File: src/rtl/seq_lock_p.sv
// Serial code lock: framed CODE_LEN-bit attempts, timed unlock window, lockout after repeated failures.
// Define SEQ_LOCK_PROG_EN to allow reprogramming the code while unlocked.
module seq_lock_p #(
  parameter int                  CODE_LEN       = 4,
  parameter logic [CODE_LEN-1:0] CODE           = 4'b0100,
  parameter int                  MAX_FAILS      = 3,
  parameter int                  UNLOCK_CYCLES  = 8,
  parameter int                  LOCKOUT_CYCLES = 16,
  localparam int                 FW = $clog2(MAX_FAILS + 1)
) (
  input  logic                clk,
  input  logic                reset,
  input  logic                data_valid,
  input  logic                data,
  input  logic                attempt_clr,
  input  logic                prog_en,
  input  logic [CODE_LEN-1:0] prog_code,
  output logic                unlock,
  output logic                locked_out,
  output logic [FW-1:0]       fail_cnt
);

  localparam int TMAX = (UNLOCK_CYCLES > LOCKOUT_CYCLES) ?
                        UNLOCK_CYCLES : LOCKOUT_CYCLES;
  localparam int TW = $clog2(TMAX + 1);
  localparam int CW = $clog2(CODE_LEN + 1);

  typedef enum logic [1:0] {
    S_COLLECT  = 2'd0,
    S_UNLOCKED = 2'd1,
    S_LOCKOUT  = 2'd2
  } state_t;

  state_t              state_q, state_d;
  logic [CW-1:0]       cnt_q, cnt_d;
  logic [CODE_LEN-1:0] shift_q, shift_d;
  logic [FW-1:0]       fail_q, fail_d;
  logic [TW-1:0]       timer_q, timer_d;
  logic [CODE_LEN-1:0] code_q;
  logic [CODE_LEN-1:0] attempt;
  logic                prog_hit;

  assign attempt = {shift_q[CODE_LEN-2:0], data};

`ifdef SEQ_LOCK_PROG_EN
  logic [CODE_LEN-1:0] code_d;

  assign prog_hit = prog_en;

  always_comb begin
    code_d = code_q;
    if (state_q == S_UNLOCKED && prog_en)
      code_d = prog_code;
  end

  always_ff @(posedge clk) begin
    if (reset) code_q <= CODE;
    else       code_q <= code_d;
  end
`else
  logic unused_prog;

  assign prog_hit    = 1'b0;
  assign code_q      = CODE;
  assign unused_prog = ^{prog_en, prog_code};
`endif

  always_ff @(posedge clk) begin
    if (reset) begin
      state_q <= S_COLLECT;
      cnt_q   <= '0;
      shift_q <= '0;
      fail_q  <= '0;
      timer_q <= '0;
    end else begin
      state_q <= state_d;
      cnt_q   <= cnt_d;
      shift_q <= shift_d;
      fail_q  <= fail_d;
      timer_q <= timer_d;
    end
  end

  always_comb begin
    state_d = state_q;
    cnt_d   = cnt_q;
    shift_d = shift_q;
    fail_d  = fail_q;
    timer_d = timer_q;
    unique case (state_q)
      S_COLLECT: begin
        // a clear wins over a bit arriving in the same cycle
        if (attempt_clr) begin
          cnt_d   = '0;
          shift_d = '0;
        end else if (data_valid) begin
          shift_d = attempt;
          if (cnt_q == CW'(CODE_LEN - 1)) begin
            cnt_d = '0;
            if (attempt == code_q) begin
              state_d = S_UNLOCKED;
              fail_d  = '0;
              timer_d = TW'(UNLOCK_CYCLES);
            end else if (fail_q == FW'(MAX_FAILS - 1)) begin
              state_d = S_LOCKOUT;
              fail_d  = FW'(MAX_FAILS);
              timer_d = TW'(LOCKOUT_CYCLES);
            end else begin
              fail_d = fail_q + 1'b1;
            end
          end else begin
            cnt_d = cnt_q + 1'b1;
          end
        end
      end
      S_UNLOCKED: begin
        if (prog_hit || timer_q == TW'(1)) begin
          state_d = S_COLLECT;
          timer_d = '0;
        end else begin
          timer_d = timer_q - 1'b1;
        end
      end
      S_LOCKOUT: begin
        if (timer_q == TW'(1)) begin
          state_d = S_COLLECT;
          timer_d = '0;
          fail_d  = '0;
        end else begin
          timer_d = timer_q - 1'b1;
        end
      end
      default: state_d = S_COLLECT;
    endcase
  end

  always_comb begin
    unlock     = (state_q == S_UNLOCKED);
    locked_out = (state_q == S_LOCKOUT);
    fail_cnt   = fail_q;
  end

endmodule

File: config.mk
export PLATFORM = sky130hd
export DESIGN_NAME = seq_lock_p
export DESIGN_NICKNAME = d
export VERILOG_FILES = /design/src/rtl/seq_lock_p.sv
export SDC_FILE = /design/constraint.sdc
export NUM_CORES = 1
export LEC_CHECK = 0
export ABC_AREA = 1
export BUFFER_PORTS_ARGS = -buffer_cell sky130_fd_sc_hd__buf_2
export CAP_MARGIN = 20
export CORE_ASPECT_RATIO = 0.7
export CORE_MARGIN = 4
export CORE_UTILIZATION = 45
export DETAILED_ROUTE_END_ITERATION = 7
export PLACE_DENSITY = 0.65
export SETUP_SLACK_MARGIN = 0.02
export SYNTH_ARGS = -nofsm -noshare
export SYNTH_HDL_FRONTEND = slang
export SYNTH_SLANG_ARGS = --single-unit
File: constraint.sdc
create_clock -name clk -period 1.9 [get_ports clk]
set_input_delay 0.19 -clock clk [delete_from_list [all_inputs] [get_ports clk]]
set_output_delay 0.19 -clock clk [all_outputs]
set_load 0.05 [all_outputs]
# Word-level counts from Yosys, hierarchy flattened
# Index checks and enable logic that the tools add are counted.
dict set report op_classes {
  reduce_logical 9
  eq_ne 12
  n_mux 25
  addsub 3
}
# cell count
set ops {}
lappend ops {{5-bit 2-to-1 mux} 6}
lappend ops {{2-bit 2-to-1 mux} 11}
lappend ops {{3-bit 2-to-1 mux} 5}
lappend ops {{5-bit AND reduction} 3}
lappend ops {{5-bit case mux with 2 select lines} 1}
lappend ops {{2-bit case mux with 2 select lines} 2}
lappend ops {{2-bit != test, second input constant} 3}
lappend ops {{2-bit nonzero test} 3}
lappend ops {{5-bit by 1-bit == test with 1-bit output, second input constant} 1}
lappend ops {{5-bit by 1-bit subtractor with 5-bit output, second input constant} 1}
lappend ops {{2-bit == test, second input constant} 2}
lappend ops {{4-bit by 3-bit == test with 1-bit output, second input constant} 1}
lappend ops {{2-bit by 1-bit != test with 1-bit output, second input constant} 2}
lappend ops {{3-bit by 1-bit adder with 3-bit output, second input constant} 1}
lappend ops {{3-bit by 2-bit == test with 1-bit output, second input constant} 1}
lappend ops {{3-bit != test, second input constant} 1}
lappend ops {{2-bit by 1-bit adder with 2-bit output, second input constant} 1}
lappend ops {{2-bit by 1-bit == test with 1-bit output, second input constant} 1}
lappend ops {{2-bit zero test} 1}
lappend ops {{2-bit AND reduction} 1}
lappend ops {{2-bit OR reduction} 1}
dict set report totals {
  output_inout_bits 4
  ff_bits 15
  inputBits 10
  elab_cells 54
}

# Logic depth before layout (Yosys ltp)
# Gate-level depths: netlist of run 1.
dict set report depth {
  word_depth 7
  depth_mapped 10
  ltp_nobuf 10
}

# Worst setup path after synthesis of run 1
# OpenSTA, ideal clock, no wires.
dict set report synth_timing {
  path_type {reg2reg}
  from {register state_q[0]}
  to {register fail_q[0], in the netlist fail_cnt[0]}
  required_ns 1.787
  synth_period_minus_slack_ns 1.522
  setup_ns 0.113
  path_stages_with_launch 8
  n_path_buf 0
  t_arrival_ns 1.408
  setup_slack_ns 0.378
  path_cell_list {dfxtp_1 inv_1 ha_1 nand2_1 o211ai_4 nand2_1 nand2_1 nor2_1}
}
dict set report synth_via {
  elab_chain_cells 3
  elab_cells_between_ends 9
  cone_classes {eq/ne (5); mux (1); reduce/logical (3)}
}
# element line
set synth_lines {}
lappend synth_lines {{start, declared} 34} ;# state_t state_q, state_d;
lappend synth_lines {{start signal, assigned} 76} ;# state_q <= state_d;
lappend synth_lines {{2-bit == test (*)} n/a}
lappend synth_lines {{via locked_out} 19} ;# output logic locked_out,
lappend synth_lines {{2-bit by 1-bit != test with 1-bit output (no source line) or 2-bit nonzero test (tied branches)} n/a}
lappend synth_lines {{5-bit AND reduction (no source line)} n/a}
lappend synth_lines {{end signal, assigned} 79} ;# fail_q <= fail_d;
lappend synth_lines {{end, declared} 37} ;# logic [FW-1:0] fail_q, fail_d;
# The timed path passes the listed nets; every way through them passes the cells marked *.
# A chain may end at the register's enable or synchronous reset.

# Worst setup path after layout of run 1
dict set report layout_timing {
  from {register state_q[0]}
  to {output locked_out}
}
dict set report layout_via {
  elab_chain_cells 1
}
# element line
set layout_lines {}
lappend layout_lines {{2-bit == test} 139} ;# locked_out = (state_q == S_LOCKOUT);
lappend layout_lines {{end, declared} 19}
# Every way passes these cells.

==> key figures, run 1 <==
Status
  – Status: finished, final reports clean

Timing
  – Max Slew Vio Count: 0
  – Worst slew pin tran: 0.2875 ns
  – Fmax: 661.5 MHz
  – Max_slew headroom: slightly above 80%
  – Final Cycle Share: 79.56%
  – Setup violations, final: 0
  – Post-layout minimum cycle time: 1.512 ns
  – RSZ-0062 raised after global routing: no
  – Clock Skews: 0.01016 ns
  – Fin Setup TNS: 0 ns
  – Fin. Hold Viols: 0

Layout
  – Diodes inserted: 0
  – Commonest non-fill, non-tap cell in the layout: nand2_1
  – Area Growth Syn to Fin: 9.196%
  – Layout cell share with drive strength beyond 1: a little over a fifth
  – Post-layout util: between 50% and 60%
  – Fin nets: 165
  – Highest-count cells in the layout ignoring fill and taps: nand2_1, nor2_1, inv_1, dfxtp_1, a21oi_1

Floorplan
  – Core outline area: 1952 µm²
  – Total I/O pin count: 14
  – Initial cell density of the core: approximately half
  – Die Y: approximately 47 µm
  – Placement row count: 13
  – Die Wd: 63.77 µm
  – Die area: approximately 3000 µm²

Critical path
  – Worst r2r src: state_q[0]
  – Critical Path Slowest Stage Cell: dfxtp_1
  – Critical path cell sequence: inv_1 -> ha_1 -> buf_2
  – Worst Setup End Kind: output pin
  – Crit path launch type: flop
  – CP startpoint: state_q[0]
  – Data required time of the worst path: approximately 1.7 ns
  – Crit path depth: 3
  – Reg-to-Reg End: timer_q[1]
  – Max FO, Critical Path: 5
  – Kind of critical path: flop to output pin
  – Max stage delay on crit path: about 0.32 ns
  – R2r worst-path depth: 7
  – CP Data Arrival Time: between 1 and 1.5 ns
  – Buf/Inv on CP: 2
  – Worst Setup EP: locked_out
  – Top Family by Delay on Critical Path: buffers and inverters
  – FF-to-FF setup slack: roughly 0.53 ns

Place
  – RD Place Congestion: 0.8176
  – HPWL after DPL: 1430 µm
  – Port Buffers: 8

Clocking
  – H-tree Lvls: 1
  – Sink Count: 15
  – CTS tree: built
  – Post-CTS Resized: 0
  – Number of buffers inserted by hold repair at cts: 0
  – Reg clk slew, reported paths: 0.09 ns
  – Post-CTS Setup Inserts: 0
  – CTS Root Cell: clkbuf_4
  – CTS Buf Count: 3
  – Insertion delay to the later sink of the worst-skew pair: between 0.2 and 0.3 ns
  – CTS Buffer Depth: 2

Pwr
  – Psw: 0.1207 mW
  – Static leakage: 0.5315 nW
  – Gate power share: approximately 6.3%
  – Clock network fraction of total power: about a third
  – VDD IR-drop max: roughly 0.48 mV
  – Pwr Density: 498.1 nW/µm²
  – Int Power: 0.4122 mW
  – Share of power burned in registers: 59.9%
  – Sw Share: 22.65%

Drt
  – Via-per-instance ratio: 4.846
  – DRC errors left: 0
  – Initial DRT Pass Iterations: 4
  – Antenna viol nets, final: 0
  – Initial DRC Count: 26
  – DR vias: 819
  – DR WL/cell: 10.53 µm
  – WL final: 1780 µm

GRT
  – First-pass GRT wire length: 3132 µm
  – Tot GR Track Use: 13.85%
  – Initial antenna violation count: 0
  – Largest net degree at the start of global routing: 12
  – Global route overflow: 0
  – Vias in the first global route: 681

Yosys
  – Synthesis-stage register bit count: 15
  – Seq/Total Area, Yosys: 30.65%
  – Area share of the largest cell type after synthesis: 30.65%
  – Synth Cell Area: 979.7 µm²
  – Area contributors post-synth: dfxtp_1, nand2_1, ha_1
  – Mapped Nets: between 150 and 200
  – Dominant cell type by area after synthesis: dfxtp_1
  – Syn Inst Count: about 140
  – Distinct cell type count after synthesis: 22
  – Ys Warns: 0
  – Mean post-synth cell area: 7.257 µm²

Run
  – Max Cap Viol: 0

Worst hold path
  – HP Class: input port to flop
[metal layers]
layer | wire length [µm] | global-route usage (%)
met1 | 958 | 19.71
met2 | 694 | 20.33
met3 | 114 | 5.024
met4 | 12 | 2.575
met5 | 0 | 0
[Yosys cell counts]
master and n:
a32oi_1 1, nor2_2 3, nor2_1 18, nand2_2 2, nand2_8 1, o211ai_4 1, o21ai_2 1, nand3_1 8
dfxtp_1 15, ha_1 7, nor2_4 1, o21ai_0 3, nand3_4 3, nor3_1 1, inv_1 15, nand2_1 34
a21oi_1 9, inv_2 6, buf_6 1, bufinv_8 1, nand2_4 1, nand4_1 3
[layout make-up]
class	count	area, µm²
well taps	22	27.53
multi-input cells	97	571.8
fillers	187	882.1
clock buffers	4	26.28
flip-flops and latches	15	300.3
inverters	22	96.34
repair buffers	9	47.55
[worst reg2reg max path, cell delays in order, from the launching register on]
cell     delay, ns
dfxtp_1       0.35
inv_1         0.07
ha_1          0.32
inv_1         0.13
nand2_2       0.10
nand3_4       0.13
nand2_1       0.06
a21oi_1       0.12
[how the worst min path moves through the flow]
| stage | startpoint | end | depth (start not counted) |
|---|---|---|---|
| after floorplan | reset | cnt_q[0] | 1 |
| after global placement | cnt_q[2] | cnt_q[2] | 2 |
| after detailed placement | cnt_q[2] | cnt_q[2] | 2 |
| after CTS | reset | shift_q[0] | 2 |
| after global routing | data | shift_q[0] | 3 |
| final | reset | shift_q[0] | 2 |
[logic make-up after synthesis]
kind of cell,share of synthesized area [%]
AOI/OAI and AO/OA,10.09
buffers and inverters,10.98
adders and majority gates,8.940
and+or+nand+nor,39.33
DFF,30.65
[registers in the layout (all words and copies together) (netlist names)]
name and flops:
shift_q 3, timer_q 5, fail_cnt 2, cnt_q 3
state_q 2
[power by group through the flow]
stage                     logic (mW)  registers (mW)  clock network [mW]
after floorplan               0.0212           0.326                   0
after global placement        0.0330           0.326                   0
after detailed placement      0.0335           0.327                   0
after CTS                     0.0337           0.319               0.191
after global routing          0.0373           0.320               0.210
final                         0.0337           0.319               0.180
[metrics by stage]
step | setup slack, ns | hold slack, ns | instance area (µm²) | std cells | total power, mW
after global routing | 0.2782 | 0.1622 | 1070 | 169 | 0.5674
after floorplan | 0.3784 | 0.2591 | 979.7 | 135 | 0.3475
after CTS | 0.3632 | 0.1578 | 1070 | 169 | 0.5444
final | 0.3884 | 0.1712 | 1070 | 169 | 0.5328
after global placement | 0.5497 | 0.4456 | 1044 | 165 | 0.3594
after detailed placement | 0.5438 | 0.4459 | 1044 | 165 | 0.3601
Note: power is estimated with default switching activity, not from simulation.
==> run 2, diff against run 1 <==
Settings changed: PLACE_DENSITY 0.65 to 0.68.
Clock period 1.9 ns to 1.3 ns, I/O delays scaled along.
==> run 2 against run 1 <==
Compared with the run above: total power is 50% higher; flip-flop and latch count stayed put; die area stayed put; worst setup slack worse by 0.35 ns; final cell count is 4.7% higher; register-to-register slack worse by 0.49 ns; wire length is 17% higher; clock skew is 0.0075 ns lower; critical path depth is 4 higher; non-clock buffer count is 8 higher; largest cell class unchanged.
==> key figures, run 2 (synthesized netlist as in run 1, its figures left out) <==
Critical path
  – Worst r2r src: state_q[1]
  – Max stage delay on crit path: 0.33 ns
  – R2r worst-path depth: 7
  – CP startpoint: state_q[1]
  – Crit path launch type: flop
  – Max FO, Critical Path: 7
  – Data required time of the worst path: approximately 1.5 ns
  – CP Data Arrival Time: ~1.5 ns
  – Top Family by Delay on Critical Path: simple AND/OR/NAND/NOR gates
  – Critical path cell sequence: inv_2 -> ha_4 -> nand3_4 -> buf_4 -> nand4_1 -> nand2_1 -> nor2_1
  – Crit path depth: 7
  – Kind of critical path: flop to flop
  – Buf/Inv on CP: 2
  – Worst Setup End Kind: flop
  – Critical Path Slowest Stage Cell: dfxtp_2

Timing
  – Fin. Hold Viols: 0
  – Worst slew pin tran: 0.3031 ns
  – Max Slew Vio Count: 0
  – Final Cycle Share: 96.78%
  – Max_slew headroom: around 80%
  – Fin Setup TNS: 0 ns
  – Setup violations, final: 0
  – Clock Skews: 0.002697 ns
  – Post-layout minimum cycle time: 1.258 ns
  – Fmax: 794.8 MHz
  – RSZ-0062 raised after global routing: yes

Floorplan
  – Core outline area: roughly 2000 µm²
  – Die Wd: approximately 64 µm
  – Die area: 3000 µm²
  – Die Y: 47.04 µm
  – Total I/O pin count: 14
  – Initial cell density of the core: 50.19%
  – Placement row count: 13

Status
  – Status: finished, final reports clean

GRT
  – Initial antenna violation count: 0
  – First-pass GRT wire length: approximately 3200 µm
  – Global route overflow: 0
  – Tot GR Track Use: 14.41%
  – Largest net degree at the start of global routing: 10
  – Vias in the first global route: between 700 and 800

Layout
  – Highest-count cells in the layout ignoring fill and taps: nand2_1, nor2_1, inv_2, inv_1
  – Registers with the most flip-flops: timer_q (5), cnt_q (3), shift_q (3)
  – Diodes inserted: 0
  – Cell area after layout: 1286 µm²
  – Number of flip-flops in the largest register: 5
  – Area Growth Syn to Fin: 31.29%
  – Finished Layout Cells: 177
  – Commonest non-fill, non-tap cell in the layout: nand2_1
  – Fin nets: 173
  – Layout cell share with drive strength beyond 1: approximately 48%
  – Post-layout util: roughly two thirds
  – Largest reg by FF count: timer_q

Drt
  – DRC errors left: 0
  – Antenna viol nets, final: 0
  – WL final: 2083 µm
  – Via-per-instance ratio: 5.017
  – Initial DRT Pass Iterations: 4
  – DR WL/cell: 11.77 µm
  – DR vias: 888
  – Initial DRC Count: 40

Place
  – Placed Instance Area: 1089 µm²
  – Port Buffers: 8
  – RD Place Congestion: 0.8293
  – Placed cells: 170
  – HPWL after DPL: 1522 µm

Worst hold path
  – HP Class: input port to flop
  – Worst hold start: reset
  – Hold Path Depth: 2

Clocking
  – CTS tree: built
  – Reg clk slew, reported paths: 0.10 ns
  – Insertion delay to the later sink of the worst-skew pair: 0.29 ns
  – CTS Buffer Depth: 2
  – CTS Buf Count: 3
  – CTS Root Cell: clkbuf_4
  – H-tree Lvls: 1
  – Sink Count: 15

Pwr
  – Total power: roughly 0.8 mW
  – Static leakage: between 0.5 and 0.6 nW
  – VDD IR-drop max: 0.4639 mV
  – Pwr Density: 622.7 nW/µm²

Run
  – Max Cap Viol: 0
## run 2: layer usage
| metal | global-route usage [%] | vias up | part of all wire, % | wire length, µm |
|---|---|---|---|---|
| met5 | 0 | - | 0 | 0 |
| met3 | 5.742 | 5 | 4.8 | 101 |
| met1 | 19.51 | 395 | 52 | 1088 |
| met2 | 21.58 | 18 | 42 | 876 |
| met4 | 3.863 | 0 | 0.82 | 17 |
| li1 | - | 470 | - | - |
## run 2: repair_timing
action	in CTS	in global routing
buffers inserted	1	3
pin swaps	7	15
endpoints found under the setup margin	17	10
hold buffers	0	0
gates resized for setup	21	26
## run 2: worst paths after layout
path,end,slack (ns)
hold / removal,timer_q[1],0.07
hold reg to reg,shift_q[1],0.48
setup / recovery,timer_q[2],0.04
setup reg to reg,timer_q[2],0.04
## run 2: metrics by stage
step / setup slack [ns] / hold slack (ns)
finish: 0.04186 / 0.07441
global route: -0.05768 / 0.05715
CTS: 0.02634 / 0.06848
detailed placement: -0.1758 / 0.3902
global placement: -0.1354 / 0.3907
floorplan: 0.002444 / 0.1991
## run 2: report_power, final
| part | switching [mW] | internal [mW] | total (mW) |
|---|---|---|---|
| combinational | 0.0316 | 0.0212 | 0.0528 |
| clock | 0.168 | 0.115 | 0.283 |
| sequential | 0.00456 | 0.461 | 0.465 |
| total | 0.204 | 0.597 | 0.801 |
## run 2: cell type report
class,count,area [µm²]
multi-input cells,97,685.7
fillers,166,665.6
flip-flops and latches,15,315.3
repair buffers,17,131.4
inverters,22,98.84
well taps,22,27.53
clock buffers,3,22.52
clock inverters,1,5.005
## run 2: worst register-to-register path: cells and delay by family (launching register included)
kind / cells / cell delay, ns
flops: 1 / 0.33
simple gates: 4 / 0.38
buf+inv: 2 / 0.24
fa+ha+maj: 1 / 0.26
